--- src/rtl/seq_pattern_tx.sv ---
// seq_pattern_tx: serial pattern generator shifting a latched pattern MSB-first with repeats and optional gaps
module seq_pattern_tx #(
  parameter int MAX_LEN = 8,
  parameter int LEN_W   = 4,
  parameter int REP_W   = 4,
  parameter int GAP     = 0
) (
  input  logic               clk,
  input  logic               rst,
  input  logic               start,
  input  logic [MAX_LEN-1:0] pattern,
  input  logic [LEN_W-1:0]   len,
  input  logic [REP_W-1:0]   reps,
  input  logic               abort,
  output logic               x,
  output logic               x_valid,
  output logic               busy,
  output logic               done,
  output logic               err
);
  localparam int GAP_W = 4;
  localparam logic [LEN_W-1:0] MAX_L = LEN_W'(MAX_LEN);
  typedef enum logic [1:0] {S_IDLE, S_SHIFT, S_GAP, S_DONE} state_t;
  state_t             r_state, w_state;
  logic [MAX_LEN-1:0] r_pat, w_pat, w_sh;
  logic [LEN_W-1:0]   r_len, w_len, r_idx, w_idx;
  logic [REP_W-1:0]   r_reps, w_reps, r_rep, w_rep;
  logic [GAP_W-1:0]   r_gap, w_gap;
  logic               r_x, r_valid, r_busy, r_done, r_err;
  logic               w_x, w_valid, w_busy, w_done, w_err, w_legal;
  assign w_legal = (len != '0) && (len <= MAX_L);
  assign w_sh    = r_pat >> r_idx;
  assign x       = r_x;
  assign x_valid = r_valid;
  assign busy    = r_busy;
  assign done    = r_done;
  assign err     = r_err;
  // next-state, job latching and next registered output values
  always_comb begin
    w_state = r_state;
    w_pat   = r_pat;
    w_len   = r_len;
    w_reps  = r_reps;
    w_idx   = r_idx;
    w_rep   = r_rep;
    w_gap   = r_gap;
    w_x     = 1'b0;
    w_valid = 1'b0;
    w_busy  = r_state != S_IDLE;
    w_done  = 1'b0;
    w_err   = 1'b0;
    case (r_state)
      S_IDLE: begin
        if (start && w_legal) begin
          w_state = S_SHIFT;
          w_pat   = pattern;
          w_len   = len;
          w_reps  = reps;
          w_idx   = len - 1'b1;
          w_rep   = '0;
        end
        w_err = start && !w_legal;
      end
      S_SHIFT: begin
        w_x     = w_sh[0];
        w_valid = 1'b1;
        if (abort) begin
          w_state = S_IDLE;
          w_x     = 1'b0;
          w_valid = 1'b0;
          w_busy  = 1'b0;
        end else if (r_idx != '0) begin
          w_idx = r_idx - 1'b1;
        end else if (r_rep < r_reps) begin
          w_rep = r_rep + 1'b1;
          w_idx = r_len - 1'b1;
          if (GAP > 0) begin
            w_state = S_GAP;
            w_gap   = GAP_W'(GAP - 1);
          end
        end else begin
          w_state = S_DONE;
        end
      end
      S_GAP: begin
        if (abort) begin
          w_state = S_IDLE;
          w_busy  = 1'b0;
        end else if (r_gap == '0) begin
          w_state = S_SHIFT;
        end else begin
          w_gap = r_gap - 1'b1;
        end
      end
      S_DONE: begin
        w_done  = 1'b1;
        w_state = S_IDLE;
      end
      default: w_state = S_IDLE;
    endcase
  end
  // state, job context and output registers
  always_ff @(posedge clk) begin
    if (rst) begin
      r_state <= S_IDLE;
      r_pat   <= '0;
      r_len   <= '0;
      r_reps  <= '0;
      r_idx   <= '0;
      r_rep   <= '0;
      r_gap   <= '0;
      r_x     <= 1'b0;
      r_valid <= 1'b0;
      r_busy  <= 1'b0;
      r_done  <= 1'b0;
      r_err   <= 1'b0;
    end else begin
      r_state <= w_state;
      r_pat   <= w_pat;
      r_len   <= w_len;
      r_reps  <= w_reps;
      r_idx   <= w_idx;
      r_rep   <= w_rep;
      r_gap   <= w_gap;
      r_x     <= w_x;
      r_valid <= w_valid;
      r_busy  <= w_busy;
      r_done  <= w_done;
      r_err   <= w_err;
    end
  end
endmodule

--- config.mk ---
export PLATFORM = sky130hd
export DESIGN_NAME = seq_pattern_tx
export DESIGN_NICKNAME = d
export VERILOG_FILES = /design/src/rtl/seq_pattern_tx.sv
export SDC_FILE = /design/constraint.sdc
export NUM_CORES = 1
export LEC_CHECK = 0
export BUFFER_PORTS_ARGS = -buffer_cell sky130_fd_sc_hd__buf_2
export CAP_MARGIN = 20
export CORE_MARGIN = 4
export CORE_UTILIZATION = 50
export DETAILED_ROUTE_END_ITERATION = 12
export GPL_TIMING_DRIVEN = 0
export PLACE_DENSITY = 0.77
export SKIP_LAST_GASP = 1
export SLEW_MARGIN = 20
export SYNTH_ARGS = -nofsm -noshare
export SYNTH_HDL_FRONTEND = slang
export SYNTH_SLANG_ARGS = --single-unit
--- constraint.sdc ---
create_clock -name clk -period 2.2 [get_ports clk]
set_input_delay 0.11 -clock clk [delete_from_list [all_inputs] [get_ports clk]]
set_output_delay 0.11 -clock clk [all_outputs]
set_load 0.01 [all_outputs]
# Yosys cells after proc, flatten, opt, wreduce, memory -nomap -nowiden
# Cells that the tools add are included.
[totals]
register_bits = 35
wordCells = 75
output_inout_bits = 5
[op_classes]
eq_ne = 11
shifts = 1
muxes = 21
bitwise = 4
order_cmp = 2
n_addsub = 5
reduce_logical = 19
[op_table]
columns = ["operator", "count"]
rows = [
  ["4-bit two-way mux", 8],
  ["4-bit one-hot mux with 2 select lines", 2],
  ["4-bit by 1-bit subtractor with 4-bit output (second input constant)", 4],
  ["2-bit two-way mux", 6],
  ["3-bit != test (second input constant)", 4],
  ["2-bit != test (second input constant)", 4],
  ["2-bit one-hot mux with 4 select lines", 1],
  ["4-bit AND reduction", 2],
  ["4-bit nonzero test", 2],
  ["8-bit by 4-bit right shift with 1-bit output", 1],
  ["2-bit OR reduction", 3],
  ["5-bit AND reduction", 1],
  ["4-bit by 1-bit adder with 4-bit output (second input constant)", 1],
  ["2-bit equality test (second input constant)", 2],
  ["4-bit <= comparator (second input constant)", 1],
  ["4-bit zero test", 1],
  ["4-bit less-than comparator", 1],
  ["1-bit two-way mux", 4],
  ["1-bit inverter", 4],
  ["2-bit nonzero test", 2],
  ["1-bit logical AND", 3],
  ["3-bit AND reduction", 1],
  ["3-bit OR reduction", 1],
  ["2-bit by 1-bit equality test with 1-bit output (second input constant)", 1],
  ["3 further kinds", 3],
]

# Logic depth before layout (Yosys ltp)
[depth]
ltp_word = 5
mapped_depth = 9

# Worst setup path after synthesis
# No wires, ideal clock.
[synth_path]
path_type = "reg2reg"
start = "register r_state[1]"
end = "register r_rep[3]"
path_buffers = 1
path_stages_with_launch = 9
period_less_slack_ns = 1.962
setup_slack_ns = 0.238
t_required_ns = 2.133
setup_ns = 0.067
arrival_ns = 1.895
cell_sequence = "dfxtp_1 > inv_1 > ha_1 > clkbuf_1 > nor2b_1 > nand2_1 > or4_4 > or3_1 > o21ai_2"
[synth_via]
elab_chain_len = 3
word_cells_on_any_way = 9
cone_classes = "eq/ne: 5; mux: 1; reduce/logical: 3"
[synth_lines]
columns = ["item", "line", "source"]
rows = [
  ["from (decl)", "24", "state_t r_state, w_state;"],
  ["from (signal assigned)", "118", "r_state <= w_state;"],
  ["2-bit by 1-bit equality test with 1-bit output or 2-bit zero test (tied branches)", "52", "case (r_state)"],
  ["2-bit != test (no source line) or 2-bit nonzero test (tied branches)", "n/a", ""],
  ["5-bit AND reduction (no source line)", "n/a", ""],
  ["to (signal assigned)", "123", "r_rep <= w_rep;"],
  ["to (decl)", "27", "logic [REP_W-1:0] r_reps, w_reps, r_rep, w_rep;"],
]
# Parallel ways exist; a longest one is shown, timed or not.
# A chain may end at the register's enable or synchronous reset.

# Worst setup path in the final report
[layout_path]
start = "register r_reps[1]"
end = "register r_rep[3]"
[layout_via]
elab_chain_len = 3
[layout_lines]
columns = ["item", "line", "source"]
rows = [
  ["from (decl)", "27", ""],
  ["from (signal assigned)", "121", "r_reps <= w_reps;"],
  ["4-bit less-than comparator", "74", "end else if (r_rep < r_reps) begin"],
  ["2-bit != test (no source line)", "n/a", ""],
  ["5-bit AND reduction (no source line)", "n/a", ""],
]
# No other way between the ends.

==> key figures <==
Yosys
  • Largest family of logic cells by synthesized area: simple AND/OR/NAND/NOR gates
  • Mapped Nets: between 200 and 250
  • Synthesized flop and latch total: 35
  • Adder-Cell Fraction of Synth Area: 7.18%
  • Synth top area share: 40.2%
  • Area contributors post-synth: dfxtp_1 (40%), mux2i_1 (11%), ha_1 (7.2%)
  • Syn Inst Count: 184
  • YS warnings: 0
  • Compound-Gate Fraction of Synth Area: 13.9%
  • XOR/XNOR Fraction of Synth Area: 2.51%
  • Cell taking the most area after synthesis: dfxtp_1
  • Simple-gate area share of the yosys netlist: 16.4%
  • Number of flops mapped to enable cells by yosys: 0
  • Unique masters post-synth: 40
  • Synthesized area: 1740 um^2
  • Register area share after synthesis: 40.2%
  • Post-synthesis mux area share: around 14%
  • Mean Syn Cell Area: between 9 and 10 um^2
  • Ys async rst share: 0%
  • Ys flop type: dfxtp_1

STA
  • Slew Viols, Final: 0
  • F_max: 478 MHz
  • Actual slew at the worst max-slew pin: 547 ps
  • Min Tclk post-route: 2090 ps
  • Worst Skew: 2.26 ps
  • Final setup viols: 0
  • Worst Slack Setup Final: 106 ps
  • Crit share post-route: 95.2%
  • Slew margin rel.: 63.3%
  • Endpoints failing hold: 0
  • RSZ-0062 raised after global routing: yes

Placed design
  • Post-placement worst setup slack: 50.9 ps
  • Cell area after placement: 1920 um^2
  • Port Buffers: 24
  • HPWL after DPL: 2520 um
  • GPL Wtd Cong: 0.770

Worst setup path
  • Worst stage delay on the critical path: approximately 530 ps
  • Worst path cell trace: inv_1 > ha_1 > o211ai_1 > o21ai_0 > or4_4 > or3_1 > o21ai_2
  • Crit start category: flip-flop
  • Worst Setup End Kind: flip-flop
  • CP max stage cell: or4_4
  • CP max FO: 4
  • Critical path class: reg2reg
  • R2R depth: 7
  • CP required: around 2500 ps
  • Worst EP arrival: approximately 2400 ps

Drt
  • Pre-antenna DRT Iters: 4
  • DRT Wirelength: 3400 um
  • Vias: 1405
  • Via density: 5.22
  • Drt initial violations: 73
  • # DRC: 0
  • Post-DRT Antenna Nets: 0
  • Wire length per cell: 12.6 um

Floorplanning
  • Die Area: 4490 um^2
  • Chip width: 67.0 um
  • Starting Density: 51.8%
  • # IOs: 25
  • Chip height: 67.0 um
  • Row cnt: 21
  • CORE AREA: approximately 3400 um^2

Finish
  • Ant. Diodes: 0
  • # fillers: ~320
  • Area Overhead vs Synth: 20.3%
  • Core Util, Final: 62.3%
  • Final Instance Area: 2090 um^2
  • Fraction of layout cells with a size suffix above 1: 20.2%
  • Commonest non-fill, non-tap cell in the layout: dfxtp_1
  • Most frequent cells in the layout: dfxtp_1 (35), nor2_1 (26), buf_2 (24)
  • Fin nets: 252

Pwr
  • IR drop worst, VDD: 0.523 mV
  • Lkg Pwr: 0.849 nW
  • PD cells: 1020 nW/um^2
  • Total Power: between 0.002 and 0.0025 W

GRT
  • Grt met3 use: under 10%
  • Vias in the first global route: 1365
  • Largest net degree at the start of global routing: 12
  • Initial antenna violation count: 0
  • Met2 Use GR: 27.5%
  • Met1 usage: 21.4%
  • Grt ovf: 0
  • Total track usage: 17.5%
  • Busiest grt layer: met2
  • First-pass GRT wire length: 5870 um

CTS
  • CTS H-tree depth: 2
  • CTS clk-pin slew, worst paths: 100 ps
  • Clk buf depth: 2
  • Clock Latency Late Sink: 340 ps
  • Clock sink count: 35
  • CTS Root Cell: clkbuf_4
  • CTS tree: yes
  • Number of CTS-inserted buffers: 5

Worst hold path
  • Worst hold path class: in2reg
  • Hold Path Cell Cnt: 3

Outcome
  • Status: finished clean

Run
  • Max-Cap Viols: 0
synthesized netlist by cell type (3+ instances only):
cell type	number
nand2b_1	3
nor2_1	27
inv_1	13
clkbuf_1	5
mux2i_1	19
nand2_1	8
nor2b_1	4
dfxtp_1	35
a21oi_1	4
o21ai_0	6
ha_1	10
o211ai_1	3
xor2_1	3
a211oi_1	7
nor3_1	3
registers in the layout (all words and copies together), names as in the netlist:
signal	flops
busy	1
r_reps	4
x_valid	1
err	1
done	1
r_pat	8
r_gap	4
x	1
r_state	2
r_idx	4
r_len	4
r_rep	4
cells by family after synthesis:
| family | Yosys count |
|---|---|
| AOI/OAI and AO/OA | 34 |
| xor gates and xnor gates | 5 |
| adders and majority gates | 10 |
| buffers and inverters | 22 |
| DFF | 35 |
| muxes | 21 |
| and+or+nand+nor | 57 |
power by group:
| group | switching [W] | total [W] | internal, W |
|---|---|---|---|
| registers | 0.0000603 | 0.000790 | 0.000729 |
| clock network | 0.000218 | 0.000487 | 0.000268 |
| logic | 0.000471 | 0.000858 | 0.000387 |
path summary, 6_finish.rpt:
kind	start	to	slack [ps]
setup / recovery	r_reps[1]$_SDFFE_PP0P_	r_rep[3]$_SDFFE_PP0P_	110
hold / removal	pattern[6]	r_pat[6]$_SDFFE_PP0P_	20
setup reg to reg	r_reps[1]$_SDFFE_PP0P_	r_rep[3]$_SDFFE_PP0P_	110
hold reg to reg	r_pat[5]$_SDFFE_PP0P_	r_pat[5]$_SDFFE_PP0P_	490
routing by layer:
| layer | part of all wire, % | vias to the layer above |
|---|---|---|
| met5 | 0 | - |
| met4 | 2.6 | 0 |
| met3 | 5.9 | 11 |
| met2 | 46 | 35 |
| met1 | 46 | 628 |
| li1 | - | 731 |
per-stage QoR:
step	cells	TNS, ps	hold slack (ps)
after floorplan	184	0	208
after global placement	254	0	345
after detailed placement	254	0	353
after CTS	270	0	7.91
after global routing	269	-5.72	18.5
final	269	0	18.0
worst max-delay path, delay by kind of cell (launching register included):
family / cells / cell delay (ps)
and+or+nand+nor: 2 / 900
AOI/OAI and AO/OA: 3 / 470
DFF: 1 / 340
adders and majority gates: 1 / 270
buffers and inverters: 1 / 50
repair_timing:
| action | 4_1_cts | 5_1_grt |
|---|---|---|
| setup endpoints to repair | 0 | 14 |
| resized for setup | 0 | 5 |
| hold buffers | 8 | 0 |
| hold endpoints to repair | 8 | 0 |
| buffers inserted | 0 | 0 |
area by class of cell:
type,count,area (um^2),share of cell area (%)
Sequential cell,35,701,33.5
Timing Repair Buffer,32,200,9.56
Inverter,13,48.8,2.33
Clock inverter,2,35.0,1.67
Multi-Input combinational cell,127,951,45.4
Clock buffer,6,51.3,2.45
Tap cell,46,57.6,2.75
Buffer,8,50.0,2.39
No activity file was read; power rests on OpenSTA's default activity.
